===== src/rtl/reg_lock_tracker.sv =====
// Register lock / memory-count / fence tracker that gates issue arbitration.
// Locks are set on accept and released from NWB write-back ports; a fence blocks all issue.
module reg_lock_tracker #(
    parameter int unsigned NR        = 64,
    parameter int unsigned NWB       = 2,
    parameter int unsigned MEM_DEPTH = 4,
    localparam int unsigned RW       = $clog2(NR),
    localparam int unsigned CW       = $clog2(MEM_DEPTH + 1)
) (
    input  logic                clk_i,
    input  logic                rst_i,
    input  logic                pl_valid_i,
    input  logic                blocking_i,
    input  logic [RW-1:0]       rd_i,
    input  logic [NR-1:0]       reg_req_i,
    input  logic                mem_op_i,
    input  logic                arb_gnt_i,
    input  logic [NWB-1:0]      wb_valid_i,
    input  logic [NWB*RW-1:0]   wb_rd_i,
    input  logic                mem_done_i,
    input  logic                blk_done_i,
    output logic                arb_req_o,
    output logic [NR-1:0]       locks_o,
    output logic [CW-1:0]       mem_cnt_o,
    output logic                mem_busy_o,
    output logic                blk_active_o
);

    logic [NR-1:0] r_locks;
    logic [CW-1:0] r_cnt;
    logic          r_blk;

    logic          w_full;
    logic          w_drained;
    logic          w_waw;
    logic          w_accept;
    logic          w_inc;
    logic [NR-1:0] w_locks_nxt;

    assign w_full    = (r_cnt == CW'(MEM_DEPTH));
    assign w_drained = ~|r_locks & (r_cnt == '0);
    assign w_waw     = (rd_i != '0) & r_locks[rd_i];

    assign arb_req_o = pl_valid_i & ~r_blk & ~|(reg_req_i & r_locks) & ~w_waw
                       & ~(mem_op_i & w_full) & ~(blocking_i & ~w_drained);

    assign w_accept  = arb_gnt_i & arb_req_o;
    assign w_inc     = w_accept & mem_op_i;

    // Clears first, then the accept set, so a same-index set wins.
    always_comb begin
        w_locks_nxt = r_locks;
        for (int p = 0; p < int'(NWB); p++) begin
            if (wb_valid_i[p]) begin
                w_locks_nxt[wb_rd_i[p*RW +: RW]] = 1'b0;
            end
        end
        if (w_accept) begin
            w_locks_nxt[rd_i] = 1'b1;
        end
        w_locks_nxt[0] = 1'b0;
    end

    always_ff @(posedge clk_i) begin
        if (rst_i) begin
            r_locks <= '0;
            r_cnt   <= '0;
            r_blk   <= 1'b0;
        end else begin
            r_locks <= w_locks_nxt;
            if (w_inc && !mem_done_i) begin
                r_cnt <= r_cnt + CW'(1);
            end else if (!w_inc && mem_done_i && r_cnt != '0) begin
                r_cnt <= r_cnt - CW'(1);
            end
            if (w_accept && blocking_i) begin
                r_blk <= 1'b1;
            end else if (blk_done_i) begin
                r_blk <= 1'b0;
            end
        end
    end

    assign locks_o      = r_blk ? {{(NR-1){1'b1}}, 1'b0} : {r_locks[NR-1:1], 1'b0};
    assign mem_cnt_o    = r_cnt;
    assign mem_busy_o   = (r_cnt != '0);
    assign blk_active_o = r_blk;

endmodule


===== config.mk =====
export PLATFORM = sky130hd
export DESIGN_NAME = reg_lock_tracker
export DESIGN_NICKNAME = d
export VERILOG_FILES = /design/src/rtl/reg_lock_tracker.sv
export SDC_FILE = /design/constraint.sdc
export NUM_CORES = 1
export LEC_CHECK = 0
export ABC_AREA = 0
export CAP_MARGIN = 25
export CORE_AREA = 2 2 109 111
export DETAILED_ROUTE_END_ITERATION = 6
export DIE_AREA = 0 0 111 113
export PLACE_DENSITY_LB_ADDON = 0.1
export SLEW_MARGIN = 40
export SYNTH_ARGS = -nofsm -noshare
export SYNTH_HDL_FRONTEND = slang
export SYNTH_SLANG_ARGS = --single-unit

===== constraint.sdc =====
create_clock -name clk_i -period 3.46 [get_ports clk_i]
set_clock_uncertainty 0.05 [all_clocks]
set_input_delay 0.519 -clock clk_i [delete_from_list [all_inputs] [get_ports clk_i]]
set_output_delay 0.519 -clock clk_i [all_outputs]
set_load 0.05 [all_outputs]

== Yosys cells after proc, flatten, opt, wreduce, memory -nomap -nowiden ==
Index checks and enable logic that the tools add are counted.
Widths: inputs -> output; s select.

* Memories: 0
* Input port bits: 92
* Word-level logic and storage cells: 69
* Latch bits: 0
* Flip-flop bits (word level): 68
* Bits in writable memories: 0
* Memory bits (read-only): 0
* Output and inout port bits: 70

* Add/subtract/negate cells: 2
* Equal/unequal tests: 1
* $lt $le $gt $ge: 6
* Divide/modulo/power cells: 0
* Multipliers: 0
* Bitwise operators: 22
* Muxes and demuxes: 16
* Shifts and indexed selects: 0
* Reduce and logical (&&, ||, !) cells: 18

{| class="wikitable"
|+ Operators with widths
! kind !! number
|-
| $mux 64 || 4
|-
| $and 64x64->64 || 3
|-
| $not 64->64 || 2
|-
| $reduce_or 64->1 || 2
|-
| $or 64x64->64 || 1
|-
| $lt 6x7->1 const B || 3
|-
| $demux 1 s6 || 3
|-
| $ge 6x1->1 const B || 3
|-
| $and 1x1->1 || 11
|-
| $logic_and 1x1->1 || 7
|-
| $bmux 1 s6 || 1
|-
| $mux 1 || 6
|-
| $mux 3 || 2
|-
| $reduce_bool 6->1 || 1
|-
| $not 1->1 || 5
|-
| $logic_not 1->1 || 4
|-
| $reduce_bool 2->1 || 2
|-
| $add 3x1->3 const B || 1
|-
| $eq 3x3->1 const B || 1
|-
| $logic_not 3->1 || 1
|-
| $reduce_bool 3->1 || 1
|-
| $sub 3x1->3 const B || 1
|}

== Depth between registers and ports, before layout ==
* Word-level depth: 14
* Depth in mapped cells: 13
* Gate-level depth less buffers: 10

== Least setup slack after synthesis ==
Ideal clock, no wire load.

* Path type: input to output
* Start: input rd_i[2]
* End: output arb_req_o
* Slack: -154 ps
* Arrival time: 3045 ps
* Data required time: 2891 ps
* Path buffers: 2
* Stages: 8
* Cell sequence: buf_6 -> buf_6 -> mux2_4 -> a221oi_1 -> o21a_1 -> o32ai_1 -> nor4b_2 -> nor3b_1

* Cells in the longest elaborated chain, start to end: 7
* Elaborated cells on any way between the ends: 8
* Classes of those cells: mux: 2; bitwise: 5; reduce/logical: 1

{| class="wikitable"
|+ RTL lines
! what !! line !! RTL
|-
| start, declared || 14 || <nowiki>input logic [RW-1:0] rd_i,</nowiki>
|-
| $bmux 1 s6 || 42 || <nowiki>assign w_waw = (rd_i != '0) & r_locks[rd_i];</nowiki>
|-
| $mux 1 (not written as such) || 42 ||
|-
| $and 1x1->1 (*) || 42 ||
|-
| $not 1->1 (*) || 44 || <nowiki>assign arb_req_o = pl_valid_i & ~r_blk & ~|(reg_req_i & r_locks) & ~w_waw</nowiki>
|-
| $and 1x1->1 (*) || 44 ||
|-
| $and 1x1->1 (*) (2 in series) || 45 || <nowiki>& ~(mem_op_i & w_full) & ~(blocking_i & ~w_drained);</nowiki>
|-
| end, declared || 22 || <nowiki>output logic arb_req_o,</nowiki>
|}

Mark *: on every way between the ends. The rest lies on a longest branch, timed or not. The select of a mux whose other input is x is not followed.

== Final worst setup path ==
* Start: input rd_i[2]
* End: register r_cnt[2] (netlist: mem_cnt_o[2])

* Cells in the longest elaborated chain, start to end: 13
* Elaborated cells on any way between the ends: 16
* Classes of those cells: mux: 3; bitwise: 7; reduce/logical: 6

{| class="wikitable"
|+ RTL lines
! what !! line !! RTL
|-
| $bmux 1 s6 || 42 ||
|-
| $mux 1 (not written as such) || 42 ||
|-
| $and 1x1->1 (*) || 42 ||
|-
| $not 1->1 (*) || 44 ||
|-
| $and 1x1->1 (*) || 44 ||
|-
| $and 1x1->1 (*) (2 in series) || 45 ||
|-
| $and 1x1->1 (*) || 47 || <nowiki>assign w_accept = arb_gnt_i & arb_req_o;</nowiki>
|-
| $and 1x1->1 (*) || 48 || <nowiki>assign w_inc = w_accept & mem_op_i;</nowiki>
|-
| $logic_not 1->1 || 73 || <nowiki>end else if (!w_inc && mem_done_i && r_cnt != '0) begin</nowiki>
|-
| $logic_and 1x1->1 (2 in series) || 73 ||
|-
| $reduce_bool 2->1 (no source line) || n/a ||
|-
| end signal, assigned || 72 || <nowiki>r_cnt <= r_cnt + CW'(1);</nowiki>
|-
| end signal, assigned || 74 || <nowiki>r_cnt <= r_cnt - CW'(1);</nowiki>
|-
| end, declared || 30 || <nowiki>logic [CW-1:0] r_cnt;</nowiki>
|}

Marks and branches as above.
A chain may end at the register's enable or synchronous reset.

==> impl_results.md <==
* RSZ-0062 raised after global routing: false
* CTS Buffer Depth at 2
* CP endpoint kind: flip-flop
* End point of the critical path: mem_cnt_o[2]
* Number of CTS-inserted buffers at 9
* Min-Delay Path Class: reg -> reg
* Yosys top cell area share at 25.1%
* Crit Path Max Fanout at 7
* Post-synth EDFFs at 0
* Post-Layout Cell Count at 1,030
* Crit-path most repeated cell: buf_6
* Worst r2r path cells at 10
* CP bufs+invs at 3
* Leakage power at 3.02 nW
* Buffers on Ports at 159
* Largest net degree at the start of global routing at 70
* Fin util at 68.5%
* # clock sinks at 67
* IO Pins at 162
* Post-detail-place hpwl at 20,700 um
* Routed vias at 7,138
* Root Driver: clkbuf_16
* Antenna Nets Post-Route at 0
* WL/cell at 26.7 um
* Starting density of the core at 47.4%
* Worst-skew pair later-pin latency at 0.34 ns
* CTS tree: built
* RD Place Congestion at 1.02
* Met3 wire len at 3680 um
* R2R Path Start: r_locks[4]
* Layout cells sized above 1 at 18.4%
* DRC Markers at 0
* Yosys cell types at 59
* Worst VDD drop at 0.000282 V
* # diodes at 0
* Synth Flop Type: dfxtp_1
* Mean Syn Cell Area at 7.67 um2
* Die height at 113 um
* Hold-fix buffer count after cts at 0
* Status: completed
* Overall routing resource usage at 42.8%
* CTS H-Tree Depth at 3
* Initial antenna violation count at 0
* Synthesized flop and latch total at 67
* Routed wire length at 27,500 um
* Max cap viols at 0
* Die X at 111 um
* Mapped Cells at 696
* Yosys top cell by area: dfxtp_1
* CP startpoint: rd_i[2]
* Total congestion overflow at 0
* Drt pass-1 iters at 6
* Syn_nets at 789
* Ys async rst share at 0%
* CTS clk-pin slew, worst paths at 0.05 ns
* WP data arrival at 3.48 ns
* Layout Nets at 975
* Post-Place Cell Area at 0.00729 mm2
* WL met1 at 10,300 um
* Sequential fraction of the synthesis area at 25.1%
* Vias per inst at 6.93
* Tightest Pin Transition at 0.758 ns
* Syn Std Cell Area at 0.00534 mm2
* Min Tclk post-route at 3.31 ns
* CORE AREA at 0.0113 mm2
* CP max stage delay at 0.41 ns
* Iteration-0 DRC count of the detailed router at 968
* Setup violations, final at 0
* Max Clk Rate at 302 MHz
* CP Cell Sequence: dlygate4sd2_1, buf_6, buf_6, mux2_2, o2bb2ai_1, o311a_1, nor2_1, nor4b_4, nand3b_1, fa_1, nor2b_1, mux2i_1, mux2_1
* Top Layer Used: met4
* Main area contributors after synthesis: dfxtp_1 (25%), o31ai_1 (9.0%), nand3b_1 (8.4%)
* Fin. max-slew vios at 0
* Cell area after layout at 0.00772 mm2
* Num rows at 39
* Largest delay share family, worst path: multiplexers
* Area Growth Syn to Fin at 44.6%
* Placed Cells at 1,011
* DR WL met2 at 11,700 um
* DIE AREA at 0.0125 mm2
* Sum Neg Setup Slack at 0 ns
* First-pass GRT wire length at 41,300 um
* Power Dens Cells at 386 mW/mm2
* Levels on crit path at 13
* Critical path launch point type: input pin
* Worst slew margin at 49.3%
* R2R setup slack at 0.15 ns
* Vias in the first global route at 6,991
* Synthesis Warnings at 0
* End of the worst register-to-register path: mem_cnt_o[2]
* Setup CP Type: in -> reg
* CP Data Required Time at 3.63 ns
* Final Hold Vio Count at 0
* Slowest cell on the critical path: fa_1
* Final period util at 95.7%
## metrics by stage
step	setup slack, ns	power [W]	hold slack [ns]
5_1_grt	0.0109	0.00305	0.549
4_1_cts	0.0101	0.00295	0.513
3_5_place_dp	-0.403	0.00197	0.503
6_report	0.150	0.00298	0.524
3_3_place_gp	-0.355	0.00195	0.488
2_1_floorplan	0.316	0.00158	0.444
## logic make-up after synthesis
| group | share of synthesized area [%] |
|---|---|
| other | 0.0702 |
| xor gates and xnor gates | 0.164 |
| AOI/OAI and AO/OA | 24.9 |
| and+or+nand+nor | 39.9 |
| adders and majority gates | 0.375 |
| muxes | 3.80 |
| buffers and inverters | 5.69 |
| DFF | 25.1 |
## worst min path at each step
stage	startpoint	to	slack [ns]	depth (start not counted)
global route	r_locks[40]	r_locks[40]	0.55	2
finish	r_locks[60]	r_locks[60]	0.52	2
CTS	r_locks[60]	r_locks[60]	0.51	2
detailed placement	r_locks[60]	r_locks[60]	0.50	2
global placement	mem_cnt_o[1]	mem_cnt_o[1]	0.49	2
floorplan	r_locks[32]	r_locks[32]	0.44	2
## worst reg2reg max path, stage by stage, from the launching register on
cell	delay, ns
dfxtp_1	0.39
nor4_1	0.56
nand4_1	0.22
nor4_2	0.31
a31oi_1	0.25
nor3_2	0.22
nand3b_1	0.15
fa_1	0.41
nor2b_1	0.14
mux2i_1	0.16
mux2_1	0.33
## cells in the final DEF (no fill, tap or decap), types with 8 or more instances in the layout
cell | synthesis | final
o31ai_1 | 64 | 64
o21ai_0 | 12 | 12
dfxtp_1 | 67 | 67
nor4_1 | 21 | 19
nor2b_1 | 11 | 11
clkbuf_16 | 0 | 9
a311oi_1 | 9 | 9
clkdlybuf4s50_1 | 0 | 147
nand3_1 | 10 | 10
a22oi_1 | 58 | 58
nor2_1 | 31 | 31
nand3b_1 | 60 | 60
nor3_1 | 9 | 8
nand4_1 | 31 | 31
inv_1 | 13 | 13
buf_4 | 4 | 62
nand2b_1 | 11 | 11
or2_2 | 56 | 56
nand2_1 | 92 | 92
mux2i_1 | 12 | 12
## where the power goes
group	leakage, nW	internal [W]	switching (W)
Clock	0.150	0.000629	0.000352
Sequential	0.540	0.000792	0.0000310
Combinational	2.33	0.000446	0.000729
## sequential cells by signal, summed over array words and instances (netlist names)
register,cells
r_locks,63
blk_active_o,1
mem_cnt_o,3
## synthesized netlist by cell type (5+ instances only)
cell      number
o31ai_1       64
a311oi_1       9
inv_1         13
a221oi_1       6
o21ai_0       12
nor4_1        21
or4_1          5
nor2b_1       11
nand2b_1      11
nand3_1       10
a21oi_1        7
nand4b_1       5
mux2_2         5
nand2_1       92
or2_2         56
dfxtp_1       67
mux2i_1       12
nor3_1         9
clkbuf_1      27
a22oi_1       58
nand4_1       31
nor3b_1       10
nor2_1        31
nand3b_1      60
buf_6          9
## routing by layer
metal	GRT usage (%)	vias up
li1	-	3042
met2	66.5	665
met1	55.2	3284
met3	10.2	147
met4	23.3	0
met5	0	-
## timing repair
action,in CTS,in global routing
setup endpoints to repair,2,54
endpoints found under the hold margin,0,0
resized for setup,8,10
buffers inserted,2,0
gates cloned,1,0
pin swaps,2,1
## cell type report
class | instances | area [um2]
clock buffer | 11 | 233
clock inverter | 5 | 77.6
fill | 944 | 3550
inverter | 14 | 52.6
multi-input combinational | 571 | 3780
sequential | 67 | 1340
tap | 143 | 179
timing repair buffer | 219 | 2060
No activity file was read; power rests on OpenSTA's default activity.
